--- src/rtl/bram_stream_ctrl.sv ---
// Moves a block of words between a valid/ready stream and a single-port BRAM (fill or drain).
// Fill writes on the accept cycle; drain gives first beat 2 cycles after start, then 1/cycle; stalls held in a 2-entry buffer.
module bram_stream_ctrl #(
    parameter int DATA_WIDTH = 8,
    parameter int ADDR_WIDTH = 4,
    parameter int RAM_DEPTH  = (1 << ADDR_WIDTH)
) (
    input  logic                  clka,
    input  logic                  rsta,
    input  logic                  wr_start,
    input  logic                  rd_start,
    input  logic [ADDR_WIDTH:0]   xfer_len,
    input  logic                  s_valid,
    input  logic [DATA_WIDTH-1:0] s_data,
    output logic                  s_ready,
    output logic                  m_valid,
    output logic [DATA_WIDTH-1:0] m_data,
    input  logic                  m_ready,
    output logic                  busy,
    output logic                  done,
    output logic [ADDR_WIDTH-1:0] bram_addra,
    output logic [DATA_WIDTH-1:0] bram_dina,
    output logic                  bram_ena,
    output logic                  bram_wea,
    input  logic [DATA_WIDTH-1:0] bram_douta
);
    localparam int LW = ADDR_WIDTH + 1;
    localparam logic [LW-1:0] DEPTH = LW'(RAM_DEPTH);
    localparam logic [LW-1:0] ONE   = LW'(1);

    typedef enum logic [1:0] {ST_IDLE, ST_WRITE, ST_READ, ST_DONE} state_t;

    state_t                state_q, state_d;
    logic [LW-1:0]         len_q, len_d;
    logic [LW-1:0]         wr_ptr_q, wr_ptr_d;
    logic [LW-1:0]         rd_ptr_q, rd_ptr_d;
    logic [LW-1:0]         out_cnt_q, out_cnt_d;
    logic                  inflight_q, inflight_d;
    logic [1:0]            occ_q, occ_d;
    logic [DATA_WIDTH-1:0] buf0_q, buf0_d;
    logic [DATA_WIDTH-1:0] buf1_q, buf1_d;
    logic [ADDR_WIDTH-1:0] addr_q, addr_d;
    logic [DATA_WIDTH-1:0] din_q, din_d;

    logic                  wr_fire;
    logic                  rd_fire;
    logic                  pop;
    logic [1:0]            occ_after_pop;
    logic [1:0]            occ_net;

    assign s_ready = (state_q == ST_WRITE);
    assign busy    = (state_q != ST_IDLE);
    assign done    = (state_q == ST_DONE);
    assign m_valid = (occ_q != 2'd0);
    assign m_data  = buf0_q;

    assign pop           = m_valid && m_ready;
    assign wr_fire       = (state_q == ST_WRITE) && s_valid;
    assign occ_after_pop = occ_q - {1'b0, pop};
    assign occ_net       = occ_after_pop + {1'b0, inflight_q};
    // A read issued now lands next cycle, so it needs a free slot after this cycle's push and pop.
    assign rd_fire       = (state_q == ST_READ) && (rd_ptr_q < len_q) && (occ_net < 2'd2);

    assign bram_ena   = wr_fire || rd_fire;
    assign bram_wea   = wr_fire;
    assign bram_addra = wr_fire ? wr_ptr_q[ADDR_WIDTH-1:0] :
                        rd_fire ? rd_ptr_q[ADDR_WIDTH-1:0] : addr_q;
    assign bram_dina  = wr_fire ? s_data : din_q;

    always_comb begin
        state_d    = state_q;
        len_d      = len_q;
        wr_ptr_d   = wr_ptr_q;
        rd_ptr_d   = rd_ptr_q;
        out_cnt_d  = out_cnt_q;
        inflight_d = rd_fire;
        occ_d      = occ_net;
        buf0_d     = pop ? buf1_q : buf0_q;
        buf1_d     = buf1_q;
        addr_d     = bram_addra;
        din_d      = bram_dina;

        if (inflight_q) begin
            if (occ_after_pop == 2'd0) buf0_d = bram_douta;
            else                       buf1_d = bram_douta;
        end

        case (state_q)
            ST_IDLE: begin
                if (wr_start || rd_start) begin
                    len_d     = (xfer_len == '0 || xfer_len > DEPTH) ? DEPTH : xfer_len;
                    wr_ptr_d  = '0;
                    rd_ptr_d  = '0;
                    out_cnt_d = '0;
                    state_d   = wr_start ? ST_WRITE : ST_READ;
                end
            end
            ST_WRITE: begin
                if (wr_fire) begin
                    wr_ptr_d = wr_ptr_q + ONE;
                    if (wr_ptr_q + ONE == len_q) state_d = ST_DONE;
                end
            end
            ST_READ: begin
                if (rd_fire) rd_ptr_d = rd_ptr_q + ONE;
                if (pop) begin
                    out_cnt_d = out_cnt_q + ONE;
                    if (out_cnt_q + ONE == len_q) state_d = ST_DONE;
                end
            end
            default: state_d = ST_IDLE;
        endcase
    end

    always_ff @(posedge clka or posedge rsta) begin
        if (rsta) begin
            state_q    <= ST_IDLE;
            len_q      <= '0;
            wr_ptr_q   <= '0;
            rd_ptr_q   <= '0;
            out_cnt_q  <= '0;
            inflight_q <= 1'b0;
            occ_q      <= 2'd0;
            buf0_q     <= '0;
            buf1_q     <= '0;
            addr_q     <= '0;
            din_q      <= '0;
        end else begin
            state_q    <= state_d;
            len_q      <= len_d;
            wr_ptr_q   <= wr_ptr_d;
            rd_ptr_q   <= rd_ptr_d;
            out_cnt_q  <= out_cnt_d;
            inflight_q <= inflight_d;
            occ_q      <= occ_d;
            buf0_q     <= buf0_d;
            buf1_q     <= buf1_d;
            addr_q     <= addr_d;
            din_q      <= din_d;
        end
    end
endmodule
--- config.mk ---
export PLATFORM = sky130hd
export DESIGN_NAME = bram_stream_ctrl
export DESIGN_NICKNAME = d
export VERILOG_FILES = /design/src/rtl/bram_stream_ctrl.sv
export SDC_FILE = /design/constraint.sdc
export NUM_CORES = 1
export LEC_CHECK = 0
export ABC_AREA = 1
export ABC_CLOCK_PERIOD_IN_PS = 4000
export CAP_MARGIN = 10
export CORE_AREA = 8 8 93 95
export CTS_CLUSTER_DIAMETER = 200
export DETAILED_ROUTE_END_ITERATION = 8
export DIE_AREA = 0 0 101 103
export PLACE_DENSITY = 0.6
export SKIP_CTS_REPAIR_TIMING = 1
export SYNTH_ARGS = -nofsm -noshare
export SYNTH_HDL_FRONTEND = slang
export SYNTH_SLANG_ARGS = --single-unit
export TNS_END_PERCENT = 30
--- constraint.sdc ---
create_clock -name clka -period 4 [get_ports clka]
set_clock_uncertainty 0.15 [all_clocks]
set_input_delay 0.6 -clock clka [delete_from_list [all_inputs] [get_ports clka]]
set_output_delay 0.6 -clock clka [all_outputs]
set_load 0.03 [all_outputs]
# Word-level counts from Yosys, hierarchy flattened
# Index checks and enable logic that the tools add are counted.
[op_classes]
n_addsub = 5
multipliers = 0
n_div = 0
order_cmp = 3
n_eq_ne = 11
shift = 0
n_mux = 21
n_bitwise = 1
n_reduce_logical = 20
[ops]
columns = ["op", "n"]
rows = [
  ["8-bit 2-to-1 mux", 4],
  ["5-bit case mux with 2 select lines", 3],
  ["5-bit 2-to-1 mux", 5],
  ["5-bit by 1-bit adder with 5-bit output, second input constant", 3],
  ["2-bit 2-to-1 mux", 6],
  ["5-bit == test", 2],
  ["3-bit AND reduction", 3],
  ["4-bit 2-to-1 mux", 2],
  ["2-bit nonzero test", 4],
  ["2-bit by 1-bit != test with 1-bit output, second input constant", 3],
  ["2-bit != test, second input constant", 3],
  ["2-bit case mux with 3 select lines", 1],
  ["5-bit > comparator, second input constant", 1],
  ["5-bit logical NOT", 1],
  ["5-bit < comparator", 1],
  ["5-bit AND reduction", 1],
  ["2-bit == test, second input constant", 2],
  ["1-bit logical AND", 4],
  ["2-bit logical NOT", 2],
  ["2-bit AND reduction", 2],
  ["1-bit logical OR", 3],
  ["2-bit by 1-bit adder with 2-bit output", 1],
  ["2-bit by 1-bit == test with 1-bit output, second input constant", 1],
  ["2-bit < comparator, second input constant", 1],
  ["other kinds (2)", 2],
]
[word_totals]
register_bits = 53
latchBits = 0
ramBits = 0
romBits = 0
in_bits = 27
word_cells = 72
mem_count = 0

# Depth between registers and ports, before layout
# Gate-level depths: netlist (run 1).
[logic_depth]
word_depth = 8
depth_mapped = 12
depth_no_buf = 12

# Least setup slack after synthesis (run 1)
# OpenSTA, ideal clock, no wires.
[synth_timing]
path_type = "input to output"
from = "in m_ready"
to = "out bram_addra[0]"
arrival_time_ns = 2.392
required_time_ns = 3.250
setup_slack_ns = 0.858
path_stages = 11
path_cell_list = "o21a_1 buf_4 ha_1 inv_1 ha_1 xor2_1 nand3_1 buf_6 nand2_1 nand2_1 o21ai_1"
[synth_via]
elab_chain_cells = 7
[synth_rtl]
columns = ["item", "line_no", "source"]
rows = [
  ["start: declaration", "18", "input logic m_ready,"],
  ["1-bit logical AND", "57", "assign pop = m_valid && m_ready;"],
  ["2-bit by 1-bit subtractor with 2-bit output", "59", "assign occ_after_pop = occ_q - {1'b0, pop};"],
  ["2-bit by 1-bit adder with 2-bit output", "60", "assign occ_net = occ_after_pop + {1'b0, inflight_q};"],
  ["2-bit < comparator", "62", "assign rd_fire = (state_q == ST_READ) && (rd_ptr_q < len_q) && (occ_net < 2'd2);"],
  ["1-bit logical AND", "62", ""],
  ["4-bit 2-to-1 mux", "67", "rd_fire ? rd_ptr_q[ADDR_WIDTH-1:0] : addr_q;"],
  ["4-bit 2-to-1 mux", "66", "assign bram_addra = wr_fire ? wr_ptr_q[ADDR_WIDTH-1:0] :"],
  ["end: declaration", "21", "output logic [ADDR_WIDTH-1:0] bram_addra,"],
]
# Every way passes these cells.

# Worst setup path after layout (run 1)
# Ends and elaborated chain as after synthesis.

==> run summary, run 1 <==
Outcome = completed
Mux cell area share after synthesis = 0.00403
Post-route setup slack = 0.346 ns
Slew Limit Fails = 0
CP max FO = 11
Yosys reg bits = 53
Vias post-DR = 2414
GPL Wtd Cong = 0.806
Share of power burned in registers = 0.324
Starting Density = 0.392
Complex-gate fraction of the synthesized area = 0.0868
Number of global-route vias before repair = 2400
Io pins = 53
Sum Neg Setup Slack = 0 ns
Commonest non-fill, non-tap cell in the layout = nand2_1
H-tree levels = 2
Critical path data required time = 3.25 ns
DP HPWL = 4850 µm
Initial antenna violation count = 0
Antenna cells = 0
Worst-Margin Slew = 0.741 ns
First-pass GRT wire length = 11200 µm
Type of the worst setup path = primary input to output port
XOR/XNOR Fraction of Synth Area = 0.0277
Slowest CP cell = nand3_1
Die height = 103 µm
Final #Nets = 446
Slew margin rel. = 0.505
Filler cell count = 724
Min cycle time layout = 3.65 ns
Final wirelength = 6450 µm
Crit path capture type = output port
Multi-input logic area = 1280 µm²
Max VDD drop = 0.000355 V
P per Cell Area = 765 nW/µm²
Maximum clock path buffer count = 2
Die X = 101 µm
Leak = 1.74 nW
GRT Total Usage = 0.133
DRT Pass-1 Iters = 4
Pre-CTS setup slack = 0.354 ns
Mean area per synthesized cell = 7.99 µm²
Arrival time at the worst endpoint = 2.90 ns
Switching share of total power = 0.472
Vias per cell = 4.78
Final setup violation count = 0
Wire per inst = 12.8 µm
Fraction of the mapped netlist area in adder cells = 0.0626
Final Hold Fails = 0
Die ar. = 10400 µm²
Unique masters post-synth = 29
Period utilization = 0.913
Most frequent cells in the layout = nand2_1, dfrtp_1, clkdlybuf4s50_1, inv_1, nand3_1
GR Overflow Total = 0
Clk root buf = clkbuf_8
Register area = 1330 µm²
Core Box Area = 7140 µm²
CP Cell Sequence = clkdlybuf4s50_1 > o21a_1 > ha_1 > inv_1 > ha_1 > xor2_1 > nand3_1 > nand2_1 > nand2_1 > o21ai_1 > buf_4
# DRC = 0
Final core occ = 0.491
Clk pwr share = 0.121
Routed Antenna Nets = 0
Share of layout cells above drive strength 1 = 0.0714
Synth Area in Simple Gates = 0.276
Largest family of logic cells by synthesized area = simple AND/OR/NAND/NOR gates
Rows = 31
Ys Warns = 0
Number of DRC markers in iteration 0 = 83
Unrepaired setup endpoints after global routing = no
Worst-skew pair later-pin latency = 0.32 ns
Sw Pwr = 1.27 mW
Startpoint types = primary input
Netlist area before placement = 2800 µm²
Hold Crit Class = register to register
Mapped Cells = 350
CTS Buf Count = 5
Area Growth Syn to Fin = 25.3%
Combinational cell fraction of total power = 0.555
Sequential area share after synthesis = 0.474
Design internal power = 1.42 mW
CTS tree = yes
Fmax = 0.274 GHz
Syn Nets = 391
# port buffers = 52
# Max-Cap Violations = 0
Clock transition at path regs = 0.10 ns
Num Clock Sinks = 53
Largest net degree at the start of global routing = 37
Slowest stage delay, CP = 0.41 ns
-- worst max-delay path: cells and delay by family --
family	cells	cell delay (ns)
adders and majority gates	2	0.48
AOI/OAI and AO/OA	2	0.29
xor gates and xnor gates	1	0.23
buffers and inverters	3	0.64
and+or+nand+nor	3	0.65
-- per-layer routing --
metal / vias up / GRT usage / part of all wire
li1: 1247 / - / -
met1: 1117 / 0.172 / 0.49
met2: 43 / 0.210 / 0.44
met3: 7 / 0.0344 / 0.049
met4: 0 / 0.0481 / 0.013
met5: - / 0 / 0
-- Yosys cell counts --
cell	n	area share
mux2_2	1	0.0040
a21oi_1	9	0.016
xnor2_2	1	0.0058
ha_1	14	0.063
xnor2_1	1	0.0031
nand4_1	8	0.018
a31oi_1	8	0.018
nand3_1	31	0.055
o22ai_1	7	0.016
o21ai_2	2	0.0063
nand2_1	123	0.17
o21a_1	1	0.0027
o21ai_0	7	0.013
clkbuf_1	2	0.0027
or2_2	3	0.0067
inv_2	2	0.0027
o211a_1	1	0.0036
nand2_2	1	0.0022
buf_4	1	0.0027
buf_6	1	0.0040
inv_1	38	0.051
buf_2	3	0.0054
nor2_1	18	0.024
a21oi_2	1	0.0031
dfrtp_1	53	0.47
nor2_2	1	0.0022
o21ai_1	5	0.0089
or4_1	1	0.0027
xor2_1	6	0.019
-- cell type report --
cell class	instances	area share
tap	99	0.0353
clock inverter	3	0.00749
inverter	40	0.0428
clock buffer	5	0.0196
multi-input combinational	250	0.365
sequential	53	0.378
timing repair buffer	55	0.151
-- metrics by stage --
step | cell area (µm²) | hold slack (ns) | power [mW] | std cells
floorplan | 2800 | 0.292 | 1.89 | 350
global placement | 3410 | 0.304 | 2.36 | 497
CTS | 3510 | 0.337 | 2.71 | 505
global route | 3510 | 0.355 | 2.92 | 505
detailed placement | 3410 | 0.313 | 2.38 | 497
finish | 3510 | 0.333 | 2.68 | 505
-- final timing paths --
kind	startpoint	to	slack, ns	depth (start not counted)
setup / recovery	m_ready	bram_addra[0]	0.35	11
hold / removal	din_q[5]$_DFF_PP0_	din_q[5]$_DFF_PP0_	0.33	2
setup reg to reg	occ_q[1]$_DFF_PP0_	rd_ptr_q[2]$_DFFE_PP0P_	1.39	10
hold reg to reg	din_q[5]$_DFF_PP0_	din_q[5]$_DFF_PP0_	0.33	2
max in group asynchronous	rsta	wr_ptr_q[4]$_DFFE_PP0P_	2.40	3
min in group asynchronous	rsta	m_data[0]$_DFF_PP0_	0.57	2
-- power by group through the flow --
stage	clock network [mW]	logic (mW)	registers [mW]
after floorplan	0	0.981	0.906
after global placement	0	1.48	0.873
after detailed placement	0	1.50	0.879
after CTS	0.333	1.51	0.868
after global routing	0.353	1.67	0.896
final	0.323	1.49	0.869
-- cell families after synthesis --
family / count (synthesis)
AND/OR/NAND/NOR: 186
flip-flops: 53
buffers and inverters: 47
AO/OA/AOI/OAI: 41
adder cells (fa/ha/maj): 14
XOR/XNOR: 8
multiplexers: 1
-- sequential cells by signal, summed over array words and instances, names as in the netlist --
register    count
inflight_q      1
m_data          8
len_q           5
rd_ptr_q        5
buf1_q          8
state_q         2
wr_ptr_q        5
addr_q          4
din_q           8
occ_q           2
out_cnt_q       5
(Power assumes the default switching activity.)
==> run 2, diff against run 1 <==
- SLEW_MARGIN: unset -> 0
==> results of run 2 <==
Same layout as run 1: the final DEF is identical, and so are final timing and power.
==> run 3, diff against run 2 <==
- CAP_MARGIN: 10 -> unset
==> results of run 3 <==
Same layout as run 1: the final DEF is identical, and so are final timing and power.
